### config.mk
export PLATFORM = sky130hd
export DESIGN_NAME = kronos_if
export DESIGN_NICKNAME = d
export VERILOG_FILES = /design/src/rtl/kronos_types.sv /design/src/rtl/kronos_skid_buf.sv /design/src/rtl/kronos_if.sv
export SDC_FILE = /design/constraint.sdc
export NUM_CORES = 1
export LEC_CHECK = 0
export BUFFER_PORTS_ARGS = -buffer_cell sky130_fd_sc_hd__buf_2
export CAP_MARGIN = 10
export CORE_MARGIN = 5
export CORE_UTILIZATION = 35
export DETAILED_ROUTE_END_ITERATION = 8
export GPL_ROUTABILITY_DRIVEN = 1
export PLACE_DENSITY_LB_ADDON = 0.08
export SKIP_LAST_GASP = 1
export SYNTH_ARGS = -nofsm -noshare
export SYNTH_HDL_FRONTEND = slang
export SYNTH_SLANG_ARGS = --single-unit
### constraint.sdc
create_clock -name clk -period 2.35 [get_ports clk]
set_input_delay 0.3525 -clock clk [delete_from_list [all_inputs] [get_ports clk]]
set_output_delay 0.3525 -clock clk [all_outputs]
set_load 0.005 [all_outputs]
### src/rtl/kronos_types.sv
// ----------------------------------------------------------------------------
// kronos_types : shared types for the Kronos front end (IF/ID pipe record,
//                fetch FSM states, canonical NOP).   Rev 1.0
// ----------------------------------------------------------------------------
`default_nettype none

package kronos_types;

    typedef struct packed {
        logic [31:0] pc;
        logic [31:0] ir;
    } pipeIFID_t;

    typedef enum logic [1:0] {
        IDLE    = 2'd0,
        FETCH   = 2'd1,
        DISCARD = 2'd2
    } if_state_e;

    localparam logic [31:0] RV_NOP = 32'h0000_0013;

endpackage

`default_nettype wire

### src/rtl/kronos_skid_buf.sv
// ----------------------------------------------------------------------------
// kronos_skid_buf : one-entry pipeIFID_t holding buffer with valid/ready and
//                   flush; a push wins over a simultaneous pop.   Rev 1.0
// ----------------------------------------------------------------------------
`default_nettype none

module kronos_skid_buf
    import kronos_types::*;
(
    input  logic      clk,
    input  logic      rstz,
    input  logic      flush_i,
    input  logic      in_vld_i,
    output logic      in_rdy_o,
    input  pipeIFID_t in_data_i,
    output logic      out_vld_o,
    input  logic      out_rdy_i,
    output pipeIFID_t out_data_o
);

    logic      vld_q;
    pipeIFID_t data_q;

    always_ff @(posedge clk or negedge rstz) begin
        if (!rstz) begin
            vld_q  <= 1'b0;
            data_q <= '0;
        end else if (flush_i) begin
            vld_q  <= 1'b0;
        end else if (in_vld_i) begin
            vld_q  <= 1'b1;
            data_q <= in_data_i;
        end else if (out_rdy_i) begin
            vld_q  <= 1'b0;
        end
    end

    assign in_rdy_o   = ~vld_q;
    assign out_vld_o  = vld_q;
    assign out_data_o = data_q;

endmodule

`default_nettype wire

### src/rtl/kronos_if.sv
// ----------------------------------------------------------------------------
// kronos_if : RV32I instruction fetch stage with branch redirect and discard
//             of wrong-path fetches. Optional skid: KRONOS_IF_SKID_EN.  Rev 1.0
// ----------------------------------------------------------------------------
`default_nettype none

module kronos_if
    import kronos_types::*;
#(
    parameter logic [31:0] BOOT_ADDR = 32'h0
)(
    input  logic        clk,
    input  logic        rstz,
    output logic [31:0] instr_addr,
    output logic        instr_req,
    input  logic        instr_ack,
    input  logic [31:0] instr_data,
    output pipeIFID_t   fetch,
    output logic        fetch_vld,
    input  logic        fetch_rdy,
    input  logic        branch,
    input  logic [31:0] branch_target
);

    if_state_e   state_q;
    logic [31:0] pc_q;
    logic [31:0] addr_q;
    logic        busy_q;
    pipeIFID_t   fetch_q;
    logic        fetch_vld_q;

    logic        slot_free;
    logic        start;
    logic        req;
    logic        ack;
    logic        land;
    logic        handshake;
    logic        out_load;
    logic [31:0] target;
    pipeIFID_t   fetched;
    pipeIFID_t   out_data;

    assign target    = branch_target & ~32'h3;
    assign fetched   = '{pc: addr_q, ir: instr_data};
    assign handshake = fetch_vld_q & fetch_rdy;

    // addr_q is presented as soon as the request starts, so pc_q runs one word ahead
    assign start = (state_q == FETCH) & ~busy_q & slot_free;
    assign req   = busy_q | start;
    assign ack   = instr_ack & req;
    assign land  = ack & (state_q == FETCH) & ~branch;

`ifdef KRONOS_IF_SKID_EN
    logic      skid_rdy;
    logic      skid_vld;
    logic      skid_push;
    pipeIFID_t skid_data;

    assign slot_free = skid_rdy;
    assign skid_push = land & fetch_vld_q & ~fetch_rdy;
    assign out_load  = (land & ~skid_push) | (handshake & skid_vld & ~branch);
    assign out_data  = land ? fetched : skid_data;

    kronos_skid_buf u_skid (
        .clk        (clk),
        .rstz       (rstz),
        .flush_i    (branch),
        .in_vld_i   (skid_push),
        .in_rdy_o   (skid_rdy),
        .in_data_i  (fetched),
        .out_vld_o  (skid_vld),
        .out_rdy_i  (handshake),
        .out_data_o (skid_data)
    );
`else
    assign slot_free = ~fetch_vld_q | fetch_rdy;
    assign out_load  = land;
    assign out_data  = fetched;
`endif

    always_ff @(posedge clk or negedge rstz) begin
        if (!rstz) begin
            state_q     <= IDLE;
            pc_q        <= BOOT_ADDR + 32'd4;
            addr_q      <= BOOT_ADDR;
            busy_q      <= 1'b0;
            fetch_q     <= '0;
            fetch_vld_q <= 1'b0;
        end else begin
            if (branch) begin
                if (req & ~ack) begin
                    state_q <= DISCARD;
                    busy_q  <= 1'b1;
                    pc_q    <= target;
                end else begin
                    state_q <= FETCH;
                    busy_q  <= 1'b0;
                    addr_q  <= target;
                    pc_q    <= target + 32'd4;
                end
            end else begin
                case (state_q)
                    IDLE: state_q <= FETCH;
                    FETCH, DISCARD: begin
                        if (ack) begin
                            state_q <= FETCH;
                            busy_q  <= 1'b0;
                            addr_q  <= pc_q;
                            pc_q    <= pc_q + 32'd4;
                        end else if (req) begin
                            busy_q  <= 1'b1;
                        end
                    end
                    default: state_q <= IDLE;
                endcase
            end

            if (branch) begin
                fetch_vld_q <= 1'b0;
            end else if (out_load) begin
                fetch_q     <= out_data;
                fetch_vld_q <= 1'b1;
            end else if (handshake) begin
                fetch_vld_q <= 1'b0;
            end
        end
    end

    assign instr_addr = addr_q;
    assign instr_req  = req;
    assign fetch      = fetch_q;
    assign fetch_vld  = fetch_vld_q;

endmodule

`default_nettype wire

# Yosys cells after proc, flatten, opt, wreduce, memory -nomap -nowiden
# Cells that the tools add are included.
word_totals:
  register_bits: 132
  in_bits: 69
  out_inout_bits: 98
  elab_cells: 56
classes:
  addsub: 2
  eq_ne: 4
  mux: 20
  n_bitwise: 13
  n_reduce_logical: 10
ops:
  columns: ["cell", "n"]
  rows:
  - ["$mux 32", 8]
  - ["$add 32x3->32 const B", 2]
  - ["$mux 1", 8]
  - ["$and 1x1->1", 7]
  - ["$mux 2", 3]
  - ["$reduce_and 2->1", 3]
  - ["$reduce_bool 3->1", 2]
  - ["$not 1->1", 4]
  - ["$pmux 2 s2", 1]
  - ["$reduce_bool 2->1", 2]
  - ["$ne 3x3->1 const B", 1]
  - ["$reduce_and 3->1", 1]
  - ["$eq 2x1->1 const B", 1]
  - ["$eq 2x2->1 const B", 1]
  - ["$logic_not 2->1", 1]
  - ["$ne 2x2->1 const B", 1]
  - ["$or 1x1->1", 2]
  - ["$reduce_or 2->1", 1]

# Depth between registers and ports, before layout
# Gate-level depths: netlist of run 1.
depth:
  ltp_word: 9
  mapped_depth: 8
  depth_no_buf: 7

# Worst setup path before layout of run 1
# Ideal clock, no wire load.
synth_timing:
  kind: "register -> register"
  startpoint: "register state_q[0]"
  endpoint: "register fetch_q (netlist bit fetch[0])"
  setup_time_ns: 0.125
  arrival_ns: 1.844
  required_time_ns: 2.225
  slack_ns: 0.381
  stages_incl_launch_ff: 7
  path_buffers: 1
  synth_period_minus_slack_ns: 1.969
  cell_sequence: "dfrtp_1 -> ha_1 -> a21oi_1 -> inv_1 -> nand4_1 -> buf_2 -> mux2_2"
synth_between:
  elab_chain_len: 8
synth_lines:
  columns: ["item", "line_no", "text"]
  rows:
  - ["from (decl)", "kronos_if.sv:25", "if_state_e state_q;"]
  - ["from (signal assigned)", "kronos_if.sv:83", "state_q <= IDLE;"]
  - ["from (signal assigned)", "kronos_if.sv:92", "state_q <= DISCARD;"]
  - ["from (signal assigned)", "kronos_if.sv:96", "state_q <= FETCH;"]
  - ["$eq 2x1->1", "kronos_if.sv:48", "assign start = (state_q == FETCH) & ~busy_q & slot_free;"]
  - ["$and 1x1->1 (2 in series)", "kronos_if.sv:48", null]
  - ["$or 1x1->1", "kronos_if.sv:49", "assign req = busy_q | start;"]
  - ["net instr_req", "kronos_if.sv:15", "output logic instr_req,"]
  - ["$and 1x1->1", "kronos_if.sv:50", "assign ack = instr_ack & req;"]
  - ["$and 1x1->1 (2 in series)", "kronos_if.sv:51", "assign land = ack & (state_q == FETCH) & ~branch;"]
  - ["$reduce_and 2->1 (no line)", null, null]
  - ["to (signal assigned)", "kronos_if.sv:121", "fetch_q <= out_data;"]
  - ["to (decl)", "kronos_if.sv:29", "pipeIFID_t fetch_q;"]
# The timed path passes the listed nets, and every way through them passes these cells.
# A chain may end at the register's enable or synchronous reset.

# Final worst setup path of run 1
layout_timing:
  startpoint: "register state_q[0]"
  endpoint: "register pc_q[31]"
layout_between:
  elab_chain_len: 9
  elab_cells_between_ends: 14
  classes_between: "eq/ne: 2; mux: 2; bitwise: 6; reduce/logical: 4"
layout_lines:
  columns: ["item", "line_no", "text"]
  rows:
  - ["$eq 2x1->1", "kronos_if.sv:48, kronos_if.sv:102", null]
  - ["$and 1x1->1 (2 in series)", "kronos_if.sv:48", null]
  - ["$or 1x1->1", "kronos_if.sv:49", null]
  - ["$and 1x1->1", "kronos_if.sv:50", null]
  - ["$not 1->1", "kronos_if.sv:91", "if (req & ~ack) begin"]
  - ["$and 1x1->1", "kronos_if.sv:91", null]
  - ["$mux 32", "kronos_if.sv:91", null]
  - ["$mux 32", "kronos_if.sv:90", "if (branch) begin"]
  - ["to (signal assigned)", "kronos_if.sv:84", "pc_q <= BOOT_ADDR + 32'd4;"]
  - ["to (signal assigned)", "kronos_if.sv:94", "pc_q <= target;"]
  - ["to (signal assigned)", "kronos_if.sv:99", "pc_q <= target + 32'd4;"]
  - ["to (decl)", "kronos_if.sv:26", "logic [31:0] pc_q;"]
# Parallel ways exist; a longest one is shown, timed or not.

==> results of run 1 <==
[final timing paths]
kind	endpoint	cells after the start	slack [ns]
min in group asynchronous	fetch[0]	2	0.47
worst max register to register	pc_q[31]	6	0.13
worst min-delay path	fetch[28]	2	0.18
worst min register to register	fetch[39]	1	0.50
worst max-delay path	pc_q[31]	6	0.13
max in group asynchronous	instr_addr[1]	3	1.16
[metrics by stage]
stage | utilization [%] | TNS, ns | cell area, um^2
2_1_floorplan | - | 0 | 6466
4_1_cts | 45.65 | 0 | 8255
3_5_place_dp | 42.44 | 0 | 7675
5_1_grt | 45.69 | -0.01296 | 8263
6_report | 45.69 | 0 | 8263
3_3_place_gp | 42.44 | 0 | 7675
[flip-flops by register name, indices dropped and copies added, names as in the netlist]
signal / flops
pc_q: 30
fetch: 63
busy_q: 1
fetch_vld: 1
instr_addr: 31
state_q: 2
[final cells by class]
| type | instances | area (um^2) |
|---|---|---|
| Clock inverter | 9 | 82.58 |
| Fill cell | 1729 | 9823 |
| Clock buffer | 23 | 488.0 |
| Tap cell | 229 | 286.5 |
| Multi-Input combinational cell | 403 | 3078 |
| Antenna cell | 1 | 2.502 |
| Inverter | 9 | 33.78 |
| Timing Repair Buffer | 190 | 1087 |
| Sequential cell | 128 | 3204 |
[power by group through the flow]
stage,clock [uW],sequential (uW),combinational [uW]
floorplan,0,3690,1660
global placement,0,3640,3180
detailed placement,0,3700,3260
CTS,2610,3670,3270
global route,2720,3780,3560
finish,2520,3640,3180
[cell families after synthesis]
family                   Yosys count
buffers and inverters             42
AO/OA/AOI/OAI                     49
multiplexers                     122
adder cells (fa/ha/maj)            4
AND/OR/NAND/NOR                  171
flip-flops                       128
XOR/XNOR                          57
[what timing repair did]
| action | CTS | global route |
|---|---|---|
| hold buffers | 1 | 0 |
| gates resized for setup | 0 | 1 |
| setup endpoints to repair | 0 | 1 |
| hold endpoints to repair | 52 | 0 |
[layout by cell type (no fill, tap or decap), types with 3 or more instances in the layout]
cell	netlist	final
sky130_fd_sc_hd__buf_4	2	20
sky130_fd_sc_hd__clkbuf_8	0	4
sky130_fd_sc_hd__clkinv_2	0	4
sky130_fd_sc_hd__nand2_1	55	55
sky130_fd_sc_hd__nor2b_1	5	5
sky130_fd_sc_hd__and4_1	3	3
sky130_fd_sc_hd__nor4_1	24	24
sky130_fd_sc_hd__ha_1	4	4
sky130_fd_sc_hd__clkbuf_16	0	17
sky130_fd_sc_hd__nand3_1	15	14
sky130_fd_sc_hd__and3_1	9	9
sky130_fd_sc_hd__nor2_1	3	3
sky130_fd_sc_hd__nand2b_1	3	3
sky130_fd_sc_hd__o21ai_0	35	35
sky130_fd_sc_hd__inv_1	8	8
sky130_fd_sc_hd__and2_1	3	3
sky130_fd_sc_hd__dfrtp_1	127	127
sky130_fd_sc_hd__a21oi_1	7	7
sky130_fd_sc_hd__nor4_2	4	4
sky130_fd_sc_hd__mux2i_1	58	58
sky130_fd_sc_hd__buf_12	0	5
sky130_fd_sc_hd__mux2_2	64	64
sky130_fd_sc_hd__nor4b_1	5	5
sky130_fd_sc_hd__xor2_1	9	9
sky130_fd_sc_hd__xnor2_1	48	48
sky130_fd_sc_hd__buf_2	8	163
sky130_fd_sc_hd__nor3_1	13	13
sky130_fd_sc_hd__nand4_1	22	22
sky130_fd_sc_hd__nor3b_1	3	3
[worst register-to-register path: stages (launching register included)]
cell and delay (ns):
sky130_fd_sc_hd__dfrtp_1 0.40, sky130_fd_sc_hd__ha_1 0.41, sky130_fd_sc_hd__nor2b_1 0.32, sky130_fd_sc_hd__nand3_1 0.25
sky130_fd_sc_hd__nor4b_1 0.46, sky130_fd_sc_hd__xnor2_1 0.17, sky130_fd_sc_hd__mux2i_1 0.08
[per-layer routing]
metal	part of all wire [%]	track usage, %
met1	44	21.21
met2	48	27.19
met3	6.5	5.107
met4	0.91	4.131
met5	0.076	0
==> results_dict.tcl, run 1 <==
set metrics [dict create \
    synth_compound_area_share_pct 4.122 \
    io_buffers 164 \
    power_density_mw_per_mm2 1131 \
    final-setup-viol-count 0 \
    number_of_enable_type_register_cells_in_the_synthesized_netlist 0 \
    ys_types 41 \
    vdd_drop_max_uv 583.7 \
    total_power_uw 9349 \
    layout_area_growth_over_synthesis_pct 27.79 \
    clk_latency_ns 0.41 \
    ys_warn_count 0 \
    cp_cell_sequence "ha_1 -> nor2b_1 -> nand3_1 -> nor4b_1 -> xnor2_1 -> mux2i_1" \
    async_set_or_reset_flop_fraction_in_the_synthesized_netlist_pct 100.0 \
    maxCapViolations 0 \
    post_drt_via_cell_ratio 5.091 \
    p_clk_share_pct 27.0 \
    antenna_left 0 \
    hold_path.class "input port to flip-flop" \
    area_share_of_and_or_nand_nor_cells_after_synthesis_pct 14.76 \
    clock_skew_ns 0.008509 \
    cts_root_buf "sky130_fd_sc_hd__clkbuf_16" \
    main_combinational_cell_family_by_area_after_synthesis "multiplexers" \
    detail_route.first_pass.iterations 5 \
    top_level_ports 167 \
    crit_start "state_q[0]" \
    finalNonFillerCells 992 \
    cts_bufs_inserted 17 \
    fmax_ghz 0.4496 \
    avgRoutedWirePerCell_um 17.35 \
    synthFlopType "sky130_fd_sc_hd__dfrtp_1" \
    synth.cells.most_frequent "127 x sky130_fd_sc_hd__dfrtp_1, 64 x sky130_fd_sc_hd__mux2_2, 58 x sky130_fd_sc_hd__mux2i_1" \
    die-height_um 145.9 \
    worst_path_largest_cell_delay_ns 0.46 \
    syn_avg_cell_area_um2 11.28 \
    hpwl_um 12430 \
    clock_sinks 128 \
    timing_worst_slew_pin_value_ns 0.7312 \
    worst-setup-path-type "flip-flop to flip-flop" \
    grt_setup_unrepaired "true" \
    num_vias 5050 \
    area_enclosed_by_the_die_boundary_mm2 0.02129 \
    critical_path.endpoint_type "flip-flop" \
    clk_pin_slew_ns 0.06 \
    grt_start_max_net_pins 57 \
    ys_seq_area_share_pct 49.55 \
    global_route.usage.total_pct 16.49 \
    power_report.internal_total_uw 6257 \
    htree_num_levels 4 \
    yosys-top-cells-area "sky130_fd_sc_hd__dfrtp_1 49%, sky130_fd_sc_hd__mux2_2 11%, sky130_fd_sc_hd__mux2i_1 9.0%" \
    netlist.top_cell.by_area "sky130_fd_sc_hd__dfrtp_1" \
    total_standard_cell_area_after_synthesis_mm2 0.006466 \
    post-place-cells 958 \
    floorplan.rows 49 \
    layout_min_cycle_time_ns 2.224 \
    drt_drc_violations_left 0 \
    net-switching-power_uw 3092 \
    worst_slew_margin_rel_pct 51.25 \
    critPathArrivalTime_ns 2.49 \
    initial_core_util_pct 35.75 \
    post-route-worst-setup-slack_ns 0.1258 \
    worstPathRequired_ns 2.61 \
    share_seq_of_total_power_pct 39.0 \
    globalplace.congestion 0.8425 \
    synthMuxAreaShare_pct 20.12 \
    yosys.area.top_type_share_pct 49.15 \
    min_period_over_period_pct 94.65 \
    cp-start-kind "flip-flop" \
    dr.first_iter.drc_count 211 \
    timing.critical_path.fanout_max 7 \
    synth.most_common_cell "sky130_fd_sc_hd__dfrtp_1" \
    cp_slowest_cell "sky130_fd_sc_hd__nor4b_1" \
    postRouteWirelength_um 17210 \
    finalNetCount 822 \
    number_of_antenna_violations_at_the_first_check_in_global_routing 2 \
    power.leakage_uw 0.003764 \
    mappedNetlistNets 646 \
    syn_inst 573 \
    floorplan.die.width_um 145.9 \
    run_status "finished, final reports clean" \
    place_worst_setup_slack_ns 0.1072 \
    hold_violations 0 \
    critPathTopFamily "simple AND/OR/NAND/NOR gates" \
    layout-drive-gt1-share_pct 38.85 \
    worst_hold_startpoint "instr_data[28]" \
    cp.buffers_inverters 0 \
    ctsLongestPathBuffers 2 \
    grt_first_pass_wirelength_um 28400 \
    synth_fa_ha_area_share_pct 0.7740 \
    hold-worst-slack_ns 0.1777 \
    cts_setup_buffers 0 \
    yosys_register_bits 128 \
    floorplan.core_area_mm2 0.01809 \
    combinationalPowerShare_pct 34.0 \
    tritoncts "yes" \
    final_max_slew_viol_count 0 \
    yosys.area_share.xor_xnor_pct 7.721 \
    grt_overflow 0 \
    sw_frac_of_total_pct 33.07 \
    worstReg2RegStart "state_q[0]" \
    grt_pass1_vias 5333 \
]
Power figures use the tool's default switching activity.
==> inputs of run 2 (changes only) <==
Settings changed: SETUP_SLACK_MARGIN set to 0.3.
==> run 2 against run 1 <==
Flip-flop and latch count stayed put. Cell count increased by 0.81%. Via count is 1.9% higher. Routed wire length is 3.2% higher. Die area unchanged. Non-clock buffer count up 7. Clock-buffer cell count did not move. Cell area increased by 3.4%.
==> results_dict.tcl, run 2 (synthesis gave the netlist of run 1 again) <==
set metrics [dict create \
    min_to "fetch[28]" \
    num-fill-cells 1705 \
    grt_first_pass_wirelength_um 28540 \
    floorplan.rows 49 \
    dr.first_iter.drc_count 243 \
    setup_tns_ns 0 \
    cts_root_buf "sky130_fd_sc_hd__clkbuf_16" \
    run_status "finished, final reports clean" \
    ff2ff_path_depth 6 \
    power_density_mw_per_mm2 1129 \
    cts_bufs_inserted 17 \
    final-setup-viol-count 0 \
    maxCapViolations 0 \
    final_max_slew_viol_count 0 \
    most_frequent_cells_in_the_layout "163 x sky130_fd_sc_hd__buf_2, 127 x sky130_fd_sc_hd__dfrtp_1, 64 x sky130_fd_sc_hd__mux2_2, 58 x sky130_fd_sc_hd__mux2i_1, 55 x sky130_fd_sc_hd__nand2_1" \
    worst_slew_margin_rel_pct 51.36 \
    postRouteWirelength_um 17760 \
    post-route-worst-setup-slack_ns 0.3645 \
    clk_latency_ns 0.41 \
    cp_slowest_cell "sky130_fd_sc_hd__or4_4" \
    number_of_antenna_violations_at_the_first_check_in_global_routing 2 \
    largest_register_ffs 63 \
    hold-worst-slack_ns 0.1792 \
    grt_start_max_net_pins 57 \
    power.leakage_uw 0.003879 \
    grt_setup_unrepaired "false" \
    cp_cell_sequence "nand3_1 -> or4_4 -> buf_8 -> nor4_4 -> xnor2_1 -> mux2i_1" \
    setup.reg_to_reg.worst_slack_ns 0.36 \
    place_worst_setup_slack_ns 0.1072 \
    hpwl_um 12430 \
    finalNonFillerCells 1000 \
    floorplan.core_area_mm2 0.01809 \
    layout_min_cycle_time_ns 1.985 \
    total_power_uw 9650 \
    clock_sinks 128 \
    die-height_um 145.9 \
    detail_route.first_pass.iterations 4 \
    critPathTopFamily "simple AND/OR/NAND/NOR gates" \
    floorplan.die.width_um 145.9 \
    min_period_over_period_pct 84.49 \
    globalplace.congestion 0.8425 \
    worst-setup-path-type "flip-flop to flip-flop" \
    worst_hold_startpoint "instr_data[28]" \
    timing.critical_path.fanout_max 14 \
    num_vias 5144 \
    layout-drive-gt1-share_pct 42.13 \
    antenna_left 0 \
    layout_area_growth_over_synthesis_pct 32.16 \
    htree_num_levels 4 \
    clk_pin_slew_ns 0.05 \
    drt_drc_violations_left 0 \
    io_buffers 164 \
    tritoncts "yes" \
    grt_overflow 0 \
    cp.buffers_inverters 1 \
    r2r-end "pc_q[29]" \
    number_of_stages_on_the_worst_hold_path 2 \
    finalNetCount 829 \
    commonest_non_fill_non_tap_cell_in_the_layout "sky130_fd_sc_hd__buf_2" \
    post_drt_via_cell_ratio 5.144 \
    hold_path.class "input port to flip-flop" \
    fmax_ghz 0.5037 \
    global_route.usage.total_pct 16.56 \
    worstPathRequired_ns 2.61 \
    hold_violations 0 \
    top_level_ports 167 \
    clock_skew_ns 0.007884 \
    avgRoutedWirePerCell_um 17.76 \
    vdd_drop_max_uv 574.2 \
    critical_path.endpoint_type "flip-flop" \
    area_enclosed_by_the_die_boundary_mm2 0.02129 \
    post-place-cells 958 \
    initial_core_util_pct 35.75 \
    grt_pass1_vias 5367 \
    ctsLongestPathBuffers 2 \
    worstReg2RegStart "pc_q[13]" \
    timing_worst_slew_pin_value_ns 0.7296 \
    critPathArrivalTime_ns 2.25 \
    cp-start-kind "flip-flop" \
    worst_path_largest_cell_delay_ns 0.55 \
]
run 2: cell count changes in the layout (fill, tap and decap cells not counted), moves of 2 or more:
cell and delta:
sky130_fd_sc_hd__buf_4 +3, sky130_fd_sc_hd__nor4b_2 +2, sky130_fd_sc_hd__nor4b_4 +2, sky130_fd_sc_hd__nor2b_1 -2, sky130_fd_sc_hd__nor4b_1 -4, sky130_fd_sc_hd__nor4_4 +6, sky130_fd_sc_hd__buf_6 +3, sky130_fd_sc_hd__nor4_1 -11
sky130_fd_sc_hd__nor4_2 +5
run 2: report_power, final:
group	internal (uW)	switching (uW)	leakage (uW)	total, uW
Sequential	3100	551	0.00155	3650
Clock	1560	958	0.000279	2520
Combinational	1730	1750	0.00205	3480
run 2: cell type report:
class	count	area, um^2	share of cell area (%)
multi-input cells	403	3282	38.40
clock inverters	9	82.58	0.9663
inverters	9	33.78	0.3953
well taps	229	286.5	3.353
repair buffers	197	1164	13.62
diodes	2	5.005	0.05857
flip-flops and latches	128	3204	37.50
clock buffers	23	488.0	5.710
run 2: worst reg2reg max path, stage by stage, from the launching register on:
cell and delay [ns]:
sky130_fd_sc_hd__dfrtp_1 0.40, sky130_fd_sc_hd__nand3_1 0.15, sky130_fd_sc_hd__or4_4 0.55, sky130_fd_sc_hd__buf_8 0.19, sky130_fd_sc_hd__nor4_4 0.31, sky130_fd_sc_hd__xnor2_1 0.15
sky130_fd_sc_hd__mux2i_1 0.09
run 2: stage by stage:
stage / utilization [%] / cell area [um^2]
after CTS: 46.07 / 8333
final: 47.25 / 8546
after global placement: 42.44 / 7675
after detailed placement: 42.44 / 7675
after floorplan: - / 6466
after global routing: 47.24 / 8543
run 2: worst max-delay path by stage:
stage,start,to,depth (start not counted)
floorplan,state_q[0],fetch[0],6
global placement,pc_q[9],pc_q[31],6
detailed placement,state_q[0],pc_q[12],6
CTS,pc_q[13],pc_q[30],6
global route,state_q[0],fetch[23],7
finish,pc_q[13],pc_q[29],6
run 2: layer usage:
metal	GRT usage [%]	up-vias	wire length (um)	part of all wire, %
met5	0	-	13	0.073
met4	4.274	2	187	1.1
met3	5.201	16	1027	5.8
met2	27.22	121	8533	48
met1	21.26	2577	8001	45
li1	-	2428	-	-
run 2: repair_timing:
action                                 4_1_cts  5_1_grt
gates resized for setup                      9       29
pin swaps                                    1        5
hold buffers                                 1        0
cloned                                       0        1
setup endpoints to repair                   49      114
buffers inserted                             3        3
endpoints found under the hold margin       52        0
